## config.mk

```make
export PLATFORM = sky130hd
export DESIGN_NAME = dir_cmd_gen
export DESIGN_NICKNAME = d
export VERILOG_FILES = /design/src/rtl/dir_cmd_gen.sv
export SDC_FILE = /design/constraint.sdc
export NUM_CORES = 1
export LEC_CHECK = 0
export BUFFER_PORTS_ARGS = -buffer_cell sky130_fd_sc_hd__buf_2
export CAP_MARGIN = 0
export CORE_UTILIZATION = 28
export CTS_CLUSTER_DIAMETER = 100
export CTS_CLUSTER_SIZE = 24
export DETAILED_ROUTE_END_ITERATION = 8
export MAX_ROUTING_LAYER = met4
export PLACE_DENSITY = 0.43
export SETUP_SLACK_MARGIN = 0.15
export SLEW_MARGIN = 20
export SYNTH_ARGS = -nofsm -noshare
export SYNTH_HDL_FRONTEND = slang
export SYNTH_SLANG_ARGS = --single-unit
```

## constraint.sdc

```tcl
create_clock -name clk_i -period 2.9 [get_ports clk_i]
set_input_delay 0.58 -clock clk_i [delete_from_list [all_inputs] [get_ports clk_i]]
set_output_delay 0.58 -clock clk_i [all_outputs]
set_load 0.02 [all_outputs]
```

## src/rtl/dir_cmd_gen.sv

```systemverilog
// -----------------------------------------------------------------------------
// dir_cmd_gen
//
// Turns the four debounced direction-button levels into Pac-Man direction
// commands. Each press edge produces one command. Optional hold-to-repeat
// produces further commands while the button stays down. Commands are queued
// in a 2-entry FIFO and offered to the movement controller over a valid/ready
// handshake.
//
// Optional feature: define DIR_CMD_REPEAT_EN to build the hold-to-repeat
// state machine (DELAY/REPEAT states, timer, tracked direction). When it is
// not defined, only press commands are generated and cmd_repeat is always 0.
//
// Ports
//   clk_i       in   system clock
//   reset       in   asynchronous reset, active low
//   btn_up      in   debounced level, 1 = pressed
//   btn_down    in   debounced level, 1 = pressed
//   btn_left    in   debounced level, 1 = pressed
//   btn_right   in   debounced level, 1 = pressed
//   cmd_ready   in   consumer accepts the head entry when cmd_valid is high
//   cmd_valid   out  FIFO head is valid
//   cmd_dir     out  head direction: 00 up, 01 down, 10 left, 11 right
//   cmd_repeat  out  head is an auto-repeat (1) or a press (0)
//   cmd_drop    out  one-cycle pulse after an event was discarded (FIFO full)
// -----------------------------------------------------------------------------
module dir_cmd_gen #(
    parameter int REPEAT_DELAY  = 25_000_000,
    parameter int REPEAT_PERIOD = 5_000_000,
    parameter int CNT_W         = 25
) (
    input  logic       clk_i,
    input  logic       reset,
    input  logic       btn_up,
    input  logic       btn_down,
    input  logic       btn_left,
    input  logic       btn_right,
    input  logic       cmd_ready,
    output logic       cmd_valid,
    output logic [1:0] cmd_dir,
    output logic       cmd_repeat,
    output logic       cmd_drop
);

    // Bit index of each button equals its direction encoding.
    logic [3:0] btn_lvl;
    logic [3:0] btn_q;
    logic [3:0] btn_d;
    logic [3:0] rise;
    logic       press_vld;
    logic [1:0] press_dir;

    // Event offered to the FIFO this cycle: {repeat, dir}
    logic       evt_push;
    logic [2:0] evt_data;

    assign btn_lvl = {btn_right, btn_left, btn_down, btn_up};
    assign btn_d   = btn_lvl;
    assign rise    = btn_lvl & ~btn_q;

    // Only the highest-priority rising button is reported: up > down > left > right.
    always_comb begin
        press_vld = |rise;
        press_dir = 2'd3;
        if (rise[0]) begin
            press_dir = 2'd0;
        end else if (rise[1]) begin
            press_dir = 2'd1;
        end else if (rise[2]) begin
            press_dir = 2'd2;
        end
    end

    always_ff @(posedge clk_i or negedge reset) begin
        if (!reset) begin
            btn_q <= 4'b0000;
        end else begin
            btn_q <= btn_d;
        end
    end

`ifdef DIR_CMD_REPEAT_EN
    typedef enum logic [1:0] {
        S_IDLE   = 2'd0,
        S_DELAY  = 2'd1,
        S_REPEAT = 2'd2
    } state_t;

    localparam logic [CNT_W-1:0] DELAY_LOAD  = CNT_W'(REPEAT_DELAY - 1);
    localparam logic [CNT_W-1:0] PERIOD_LOAD = CNT_W'(REPEAT_PERIOD - 1);

    state_t           state_q;
    state_t           state_d;
    logic [1:0]       hold_dir_q;
    logic [1:0]       hold_dir_d;
    logic [CNT_W-1:0] timer_q;
    logic [CNT_W-1:0] timer_d;

    always_ff @(posedge clk_i or negedge reset) begin
        if (!reset) begin
            state_q    <= S_IDLE;
            hold_dir_q <= 2'd0;
            timer_q    <= '0;
        end else begin
            state_q    <= state_d;
            hold_dir_q <= hold_dir_d;
            timer_q    <= timer_d;
        end
    end

    always_comb begin
        state_d    = state_q;
        hold_dir_d = hold_dir_q;
        timer_d    = timer_q;
        evt_push   = 1'b0;
        evt_data   = {1'b0, press_dir};

        if (press_vld) begin
            // A new press always retargets, even over a pending repeat expiry.
            evt_push   = 1'b1;
            evt_data   = {1'b0, press_dir};
            hold_dir_d = press_dir;
            timer_d    = DELAY_LOAD;
            state_d    = S_DELAY;
        end else begin
            case (state_q)
                S_DELAY, S_REPEAT: begin
                    if (!btn_lvl[hold_dir_q]) begin
                        state_d = S_IDLE;
                    end else if (timer_q == '0) begin
                        evt_push = 1'b1;
                        evt_data = {1'b1, hold_dir_q};
                        timer_d  = PERIOD_LOAD;
                        state_d  = S_REPEAT;
                    end else begin
                        timer_d = timer_q - 1'b1;
                    end
                end
                default: begin
                    state_d = S_IDLE;
                end
            endcase
        end
    end
`else
    // Repeat parameters are accepted but have no function in this build.
    logic [31:0] unused_params;
    assign unused_params = 32'(REPEAT_DELAY) ^ 32'(REPEAT_PERIOD) ^ 32'(CNT_W);

    always_comb begin
        evt_push = press_vld;
        evt_data = {1'b0, press_dir};
    end
`endif

    // 2-entry command FIFO
    logic [2:0] mem_q [2];
    logic [2:0] mem_d [2];
    logic       wr_ptr_q;
    logic       wr_ptr_d;
    logic       rd_ptr_q;
    logic       rd_ptr_d;
    logic [1:0] cnt_q;
    logic [1:0] cnt_d;
    logic       drop_q;
    logic       drop_d;
    logic       pop;
    logic       do_push;

    assign pop = (cnt_q != 2'd0) && cmd_ready;

    always_comb begin
        mem_d    = mem_q;
        wr_ptr_d = wr_ptr_q;
        rd_ptr_d = rd_ptr_q;
        drop_d   = 1'b0;
        do_push  = 1'b0;

        if (evt_push) begin
            // A full FIFO still accepts a push when the head leaves this edge.
            if ((cnt_q != 2'd2) || pop) begin
                do_push         = 1'b1;
                mem_d[wr_ptr_q] = evt_data;
                wr_ptr_d        = ~wr_ptr_q;
            end else begin
                drop_d = 1'b1;
            end
        end

        if (pop) begin
            rd_ptr_d = ~rd_ptr_q;
        end

        cnt_d = cnt_q + {1'b0, do_push} - {1'b0, pop};
    end

    always_ff @(posedge clk_i or negedge reset) begin
        if (!reset) begin
            mem_q[0] <= 3'b000;
            mem_q[1] <= 3'b000;
            wr_ptr_q <= 1'b0;
            rd_ptr_q <= 1'b0;
            cnt_q    <= 2'd0;
            drop_q   <= 1'b0;
        end else begin
            mem_q    <= mem_d;
            wr_ptr_q <= wr_ptr_d;
            rd_ptr_q <= rd_ptr_d;
            cnt_q    <= cnt_d;
            drop_q   <= drop_d;
        end
    end

    assign cmd_valid               = (cnt_q != 2'd0);
    assign {cmd_repeat, cmd_dir}   = mem_q[rd_ptr_q];
    assign cmd_drop                = drop_q;

endmodule

```

==> results of run 1 <==
==> cell type report <==
class                   instances  area (um2)
inverters                       2        7.51
flip-flops and latches         13         325
multi-input cells              41         277
well taps                      27        33.8
fillers                       208        1300
clock buffers                   4        26.3
repair buffers                 10        50.0
==> worst min-delay path by stage <==
stage | from | slack (ns) | cells after the start | endpoint
floorplan | reset | 0.28 | 0 | btn_q[0]$_DFF_PN0_
global placement | reset | 0.48 | 1 | mem_q[0]$_DFFE_PN0P_
detailed placement | reset | 0.48 | 1 | mem_q[0]$_DFFE_PN0P_
CTS | reset | 0.18 | 1 | mem_q[0]$_DFFE_PN0P_
global route | reset | 0.18 | 1 | mem_q[1]$_DFFE_PN0P_
finish | reset | 0.17 | 1 | mem_q[1]$_DFFE_PN0P_
==> kinds of logic (layout without fill, tap and decap cells) <==
family	after synthesis	in the layout	synth area share (%)
multiplexers	5	5	9.53
other	1	1	0.608
adder cells (fa/ha/maj)	1	1	2.03
flip-flops	13	13	52.7
buffers and inverters	3	16	2.43
AND/OR/NAND/NOR	19	19	17.0
XOR/XNOR	1	1	1.42
AO/OA/AOI/OAI	14	14	14.2
==> power by group <==
group / switching (mW) / internal (mW)
Clock: 0.0549 / 0.0534
Sequential: 0.0488 / 0.246
Combinational: 0.140 / 0.141
==> state kept, by name, summed over array words and instances, names as in the netlist <==
register  flops
btn_q         4
cmd_drop      1
cnt_q         2
mem_q         4
rd_ptr_q      1
wr_ptr_q      1
==> stage by stage <==
stage	cell area (um2)	instances	hold WS, ns
floorplan	617	57	0.284
global placement	693	93	0.485
detailed placement	693	93	0.482
CTS	719	97	0.175
global route	719	97	0.183
finish	719	97	0.172
==> cells in the final DEF, fill, tap and decap left out, types with 2 or more instances in the layout <==
cell type / n
a21boi_0: 2
a21oi_1: 6
and2_4: 2
buf_2: 10
clkbuf_4: 3
dfrtp_1: 13
inv_1: 2
mux2_2: 3
nand2_1: 6
nand2b_1: 3
nor2_1: 3
o21ai_0: 3
==> metal layers <==
layer / global-route usage, % / wire, um / up-vias
li1: - / - / 226
met1: 12.3 / 502 / 201
met2: 16.2 / 468 / 10
met3: 5.92 / 61 / 3
met4: 4.41 / 17 / 0
met5: - / 0 / -
==> worst max-delay path, delay by kind of cell (launching register included) <==
kind | cells | cell delay (ns)
buffers and inverters | 1 | 0.17
DFF | 1 | 0.43
and+or+nand+nor | 1 | 0.33
==> metrics.yaml, run 1 <==
run_status:
  run_status: "finished clean"
logic_synthesis:
  ys_ff_latch: 13
  synthFlopType: "dfrtp_1"
  synth_warnings: 0
  synth_commonest_cells: "13 x dfrtp_1, 6 x a21oi_1, 6 x nand2_1"
  synth_top_area_cell: "dfrtp_1"
  async_reset_ff_share_pct: 100
  synth_cells: 57
  ys_seq_area_share_pct: 52.7
  synth_nets: 65
  synth.avg_cell_area_um2: 10.8
  synth_edf_count: 0
  synth_top_area_share_pct: 52.7
  netlist_top_cells_area: "dfrtp_1 53%, mux2_2 5.5%, a21oi_1 4.9%"
  netlist-cell-type-count: 24
  yosysMostFrequentCell: "dfrtp_1"
  synthesis.area_um2: 617
clock_network:
  holdBufCountCts: 0
  path_clk_slew_ns: 0.07
  clk_latency_ns: 0.28
  clockRootBuffer: "clkbuf_4"
  post_cts_buffers: 0
  cts_buffers: 3
  cts-resized-gates: 0
  cts.htree.levels: 1
  cts_tree: "built"
  cts_sinks: 13
  clockBufferDepth: 2
cells_and_area:
  area_growth_pct: 16.6
  drive_gt1_share_pct: 28.6
  final_util_pct: 35.6
  final_nets: 79
  n_antenna_cell: 0
min_path:
  min_path_type: "in -> async"
power_and_ir_drop:
  leakage_nw: 0.338
  power_mw: 0.684
  peakVddDrop_uv: 474
  power_density_mw_per_mm2: 951
die:
  rows: 16
  dieArea_mm2: 0.00239
  core-area_mm2: 0.00202
  ios: 12
  fp.dieW_um: 48.9
  start_util_pct: 30.5
  chipHeight_um: 48.9
critical_path:
  ff2ff_path_depth: 6
  r2r_end: "cnt_q[1]$_DFF_PN0_"
  cp_data_required_time_ns: 2.32
  crit_path_max_incr_delay_ns: 0.43
  cp_max_fo: 6
  crit_arrival_ns: 1.20
  crit_slowest_cell: "dfrtp_1"
  start_kind: "flip-flop"
  end_kind: "output port"
  r2r-start: "cnt_q[0]$_DFF_PN0_"
  endpoint: "cmd_valid"
  startpoint: "cnt_q[0]$_DFF_PN0_"
  path_class: "reg -> out"
  path_cells: "or2_2 -> buf_2"
  rrSetupSlack_ns: 1.26
timing:
  layout_setup_ws_ns: 1.12
  fmax_ghz: 0.561
  slew_violations: 0
  hold_viol_final: 0
  rsz0062_at_grt: "no"
  fin_setup_tns_ns: 0
  clock_skew_ns: 0.00502
  fin_crit_sh_pct: 61.4
  setup_viol: 0
  fin_crit_ns: 1.78
routing:
  drt_iter0_drc: 1
  vias: 440
  ant_nets: 0
  post_drt_wl_per_cell_um: 10.8
  via_per_inst: 4.54
  drt-pass1-iter-count: 2
  wl_um: 1050
  drc: 0
global_route:
  overflow: 0
  grt_start_max_net_pins: 14
  grt_usage_pct: 10.9
  grt_pass1_vias: 434
  grt_antenna_before_repair: 0
  grt_pass1_wl_um: 1820
place:
  post-place-ws_ns: 0.974
  io_buffers: 10
  gp_congestion: 0.656
  dp_hpwl_um: 847
flow_run:
  max_cap_viol_count: 0
No activity file was read; power rests on OpenSTA's default activity.
==> inputs of run 2 (changes only) <==
--- a/config.mk
+++ b/config.mk
@@ -12,7 +12,7 @@
 export CTS_CLUSTER_SIZE = 24
 export DETAILED_ROUTE_END_ITERATION = 8
 export MAX_ROUTING_LAYER = met4
-export PLACE_DENSITY = 0.43
+export PLACE_DENSITY = 0.45
 export SETUP_SLACK_MARGIN = 0.15
 export SLEW_MARGIN = 20
 export SYNTH_ARGS = -nofsm -noshare
==> constraint.sdc (replaced) <==
create_clock -name clk_i -period 1.55 [get_ports clk_i]
set_input_delay 0.31 -clock clk_i [delete_from_list [all_inputs] [get_ports clk_i]]
set_output_delay 0.31 -clock clk_i [all_outputs]
set_load 0.02 [all_outputs]
==> run 2 against run 1 <==
Non-clock buffer count up 16. Clock power up 96%. Final cell count up 16%. Routed wire length up 25%. First-iteration DRC count up 100%. Sequential power up 88%. Clock-buffer cell count down 1. Sequential share of layout area down 10 points. Critical path type is now reg -> reg. Critical endpoint is now cnt_q[1]$_DFF_PN0_.
==> metrics.yaml, run 2 (synthesis gave the netlist of run 1 again) <==
die:
  chipHeight_um: 48.9
  rows: 16
  start_util_pct: 30.5
  core-area_mm2: 0.00202
  dieArea_mm2: 0.00239
  ios: 12
  fp.dieW_um: 48.9
routing:
  ant_nets: 0
  via_per_inst: 4.53
  drt-pass1-iter-count: 2
  post_drt_wl_per_cell_um: 11.6
  drt_iter0_drc: 2
  wl_um: 1310
  drc: 0
  vias: 512
timing:
  fin_crit_ns: 1.50
  hold_viol_final: 0
  fmax_ghz: 0.665
  fin_crit_sh_pct: 97.1
  clock_skew_ns: 0.00777
  setup_viol: 0
  rsz0062_at_grt: "yes"
  slew_violations: 0
cells_and_area:
  final_cell_mix: "15 x buf_4, 12 x dfrtp_1, 7 x buf_2"
  reg.largest.list: "btn_q (4), mem_q (4), cnt_q (2)"
  fill_cells: 200
  final_nets: 95
  design_area_um2: 938
  drive_gt1_share_pct: 57.0
  area_growth_pct: 52.1
  fin_cells: 113
  n_antenna_cell: 0
  final_common_cell: "buf_4"
flow_run:
  max_cap_viol_count: 0
power_and_ir_drop:
  power_density_mw_per_mm2: 1740
  p_int_mw: 1.08
  p_clk_share_pct: 12.9
  p_switching_mw: 0.559
  leakage_nw: 0.461
  swShare_pct: 34.2
  p_comb_share_pct: 53.2
  seqPwrFrac_pct: 33.8
  peakVddDrop_uv: 1050
global_route:
  grt_pass1_wl_um: 2280
  grt_start_max_net_pins: 14
  grt_antenna_before_repair: 0
  grt_usage_pct: 13.8
  grt_pass1_vias: 523
  overflow: 0
critical_path:
  crit_path_max_incr_delay_ns: 0.43
  crit_slowest_cell: "dfrtp_2"
  r2r_end: "cnt_q[1]$_DFF_PN0_"
  rrSetupSlack_ns: 0.05
  cp_max_fo: 4
  path_class: "reg -> reg"
  start_kind: "flip-flop"
  end_kind: "flip-flop"
  ff2ff_path_depth: 7
  cp_data_required_time_ns: 1.72
  path_cells: "or2_4 -> a21boi_0 -> mux2i_1 -> ha_2 -> nand2_2 -> a21oi_2 -> a211oi_2"
  r2r-start: "cnt_q[1]$_DFF_PN0_"
  crit_arrival_ns: 1.67
  startpoint: "cnt_q[1]$_DFF_PN0_"
place:
  gp_congestion: 0.711
  dp_hpwl_um: 875
  placed_area_um2: 771
  dp_cells: 103
  io_buffers: 10
min_path:
  min_delay_path_depth: 1
  min_path_type: "in -> reg"
  min-delay-start: "btn_right"
  hold_end: "btn_q[3]$_DFF_PN0_"
clock_network:
  cts_tree: "built"
  clockBufferDepth: 2
  cts.htree.levels: 1
  cts_buffers: 3
  clockRootBuffer: "clkbuf_4"
  clk_latency_ns: 0.28
  cts_sinks: 13
  path_clk_slew_ns: 0.09
run_status:
  run_status: "finished clean"
==> run 2: timing repair <==
action / CTS / global route
setup endpoints to repair: 6 / 9
hold buffers: 1 / 0
setup buffers: 4 / 1
pin swaps: 5 / 3
gates resized for setup: 12 / 11
hold endpoints to repair: 13 / 0
==> run 2: per-stage QoR <==
| step | util (%) | hold WS [ns] | power [mW] | worst slack (ns) | setup TNS, ns |
|---|---|---|---|---|---|
| floorplan | - | 0.0144 | 0.961 | 0.0693 | 0 |
| global placement | 38.1 | 0.217 | 1.16 | -0.0632 | -0.0632 |
| detailed placement | 38.1 | 0.217 | 1.16 | -0.0287 | -0.0287 |
| CTS | 43.8 | 0.130 | 1.55 | 0.0474 | 0 |
| global route | 46.4 | 0.137 | 1.75 | -0.0819 | -0.0819 |
| finish | 46.4 | 0.153 | 1.64 | 0.0454 | 0 |
==> run 2: how the worst max path moves through the flow <==
stage	slack, ns	endpoint	cells after the start
final	0.05	cnt_q[1]$_DFF_PN0_	7
after global routing	-0.08	cnt_q[1]$_DFF_PN0_	7
after CTS	0.05	cmd_dir[0]	2
after detailed placement	-0.03	cnt_q[1]$_DFF_PN0_	8
after global placement	-0.06	cnt_q[1]$_DFF_PN0_	8
after floorplan	0.07	mem_q[0]$_DFFE_PN0P_	4
==> run 2: power by group through the flow <==
stage          clock [mW]  sequential [mW]  combinational (mW)
2_1_floorplan           0            0.539               0.422
3_3_place_gp            0            0.559               0.601
3_5_place_dp            0            0.557               0.605
4_1_cts             0.227            0.548               0.775
5_1_grt             0.237            0.572               0.939
6_report            0.212            0.553               0.870
==> run 2: routing by layer <==
metal	part of all wire [%]	GRT usage, %	vias to the layer above
met5	0	-	-
met4	2.2	7.35	0
met3	3.8	5.61	4
met2	51	21.3	9
met1	43	15.3	244
li1	-	-	255
==> run 2: final cells by class <==
cell class | count | area [um2] | area share, %
multi-input cells | 41 | 352 | 37.5
flip-flops and latches | 13 | 327 | 34.8
repair buffers | 26 | 191 | 20.4
well taps | 27 | 33.8 | 3.60
clock buffers | 3 | 22.5 | 2.40
inverters | 2 | 7.51 | 0.800
clock inverters | 1 | 5.00 | 0.533
==> run 2: critical path, delay by kind of cell, from the launching register on <==
family | cells | cell delay (ns)
flip-flops | 1 | 0.43
multiplexers | 1 | 0.14
AO/OA/AOI/OAI | 3 | 0.28
AND/OR/NAND/NOR | 2 | 0.32
adder cells (fa/ha/maj) | 1 | 0.21
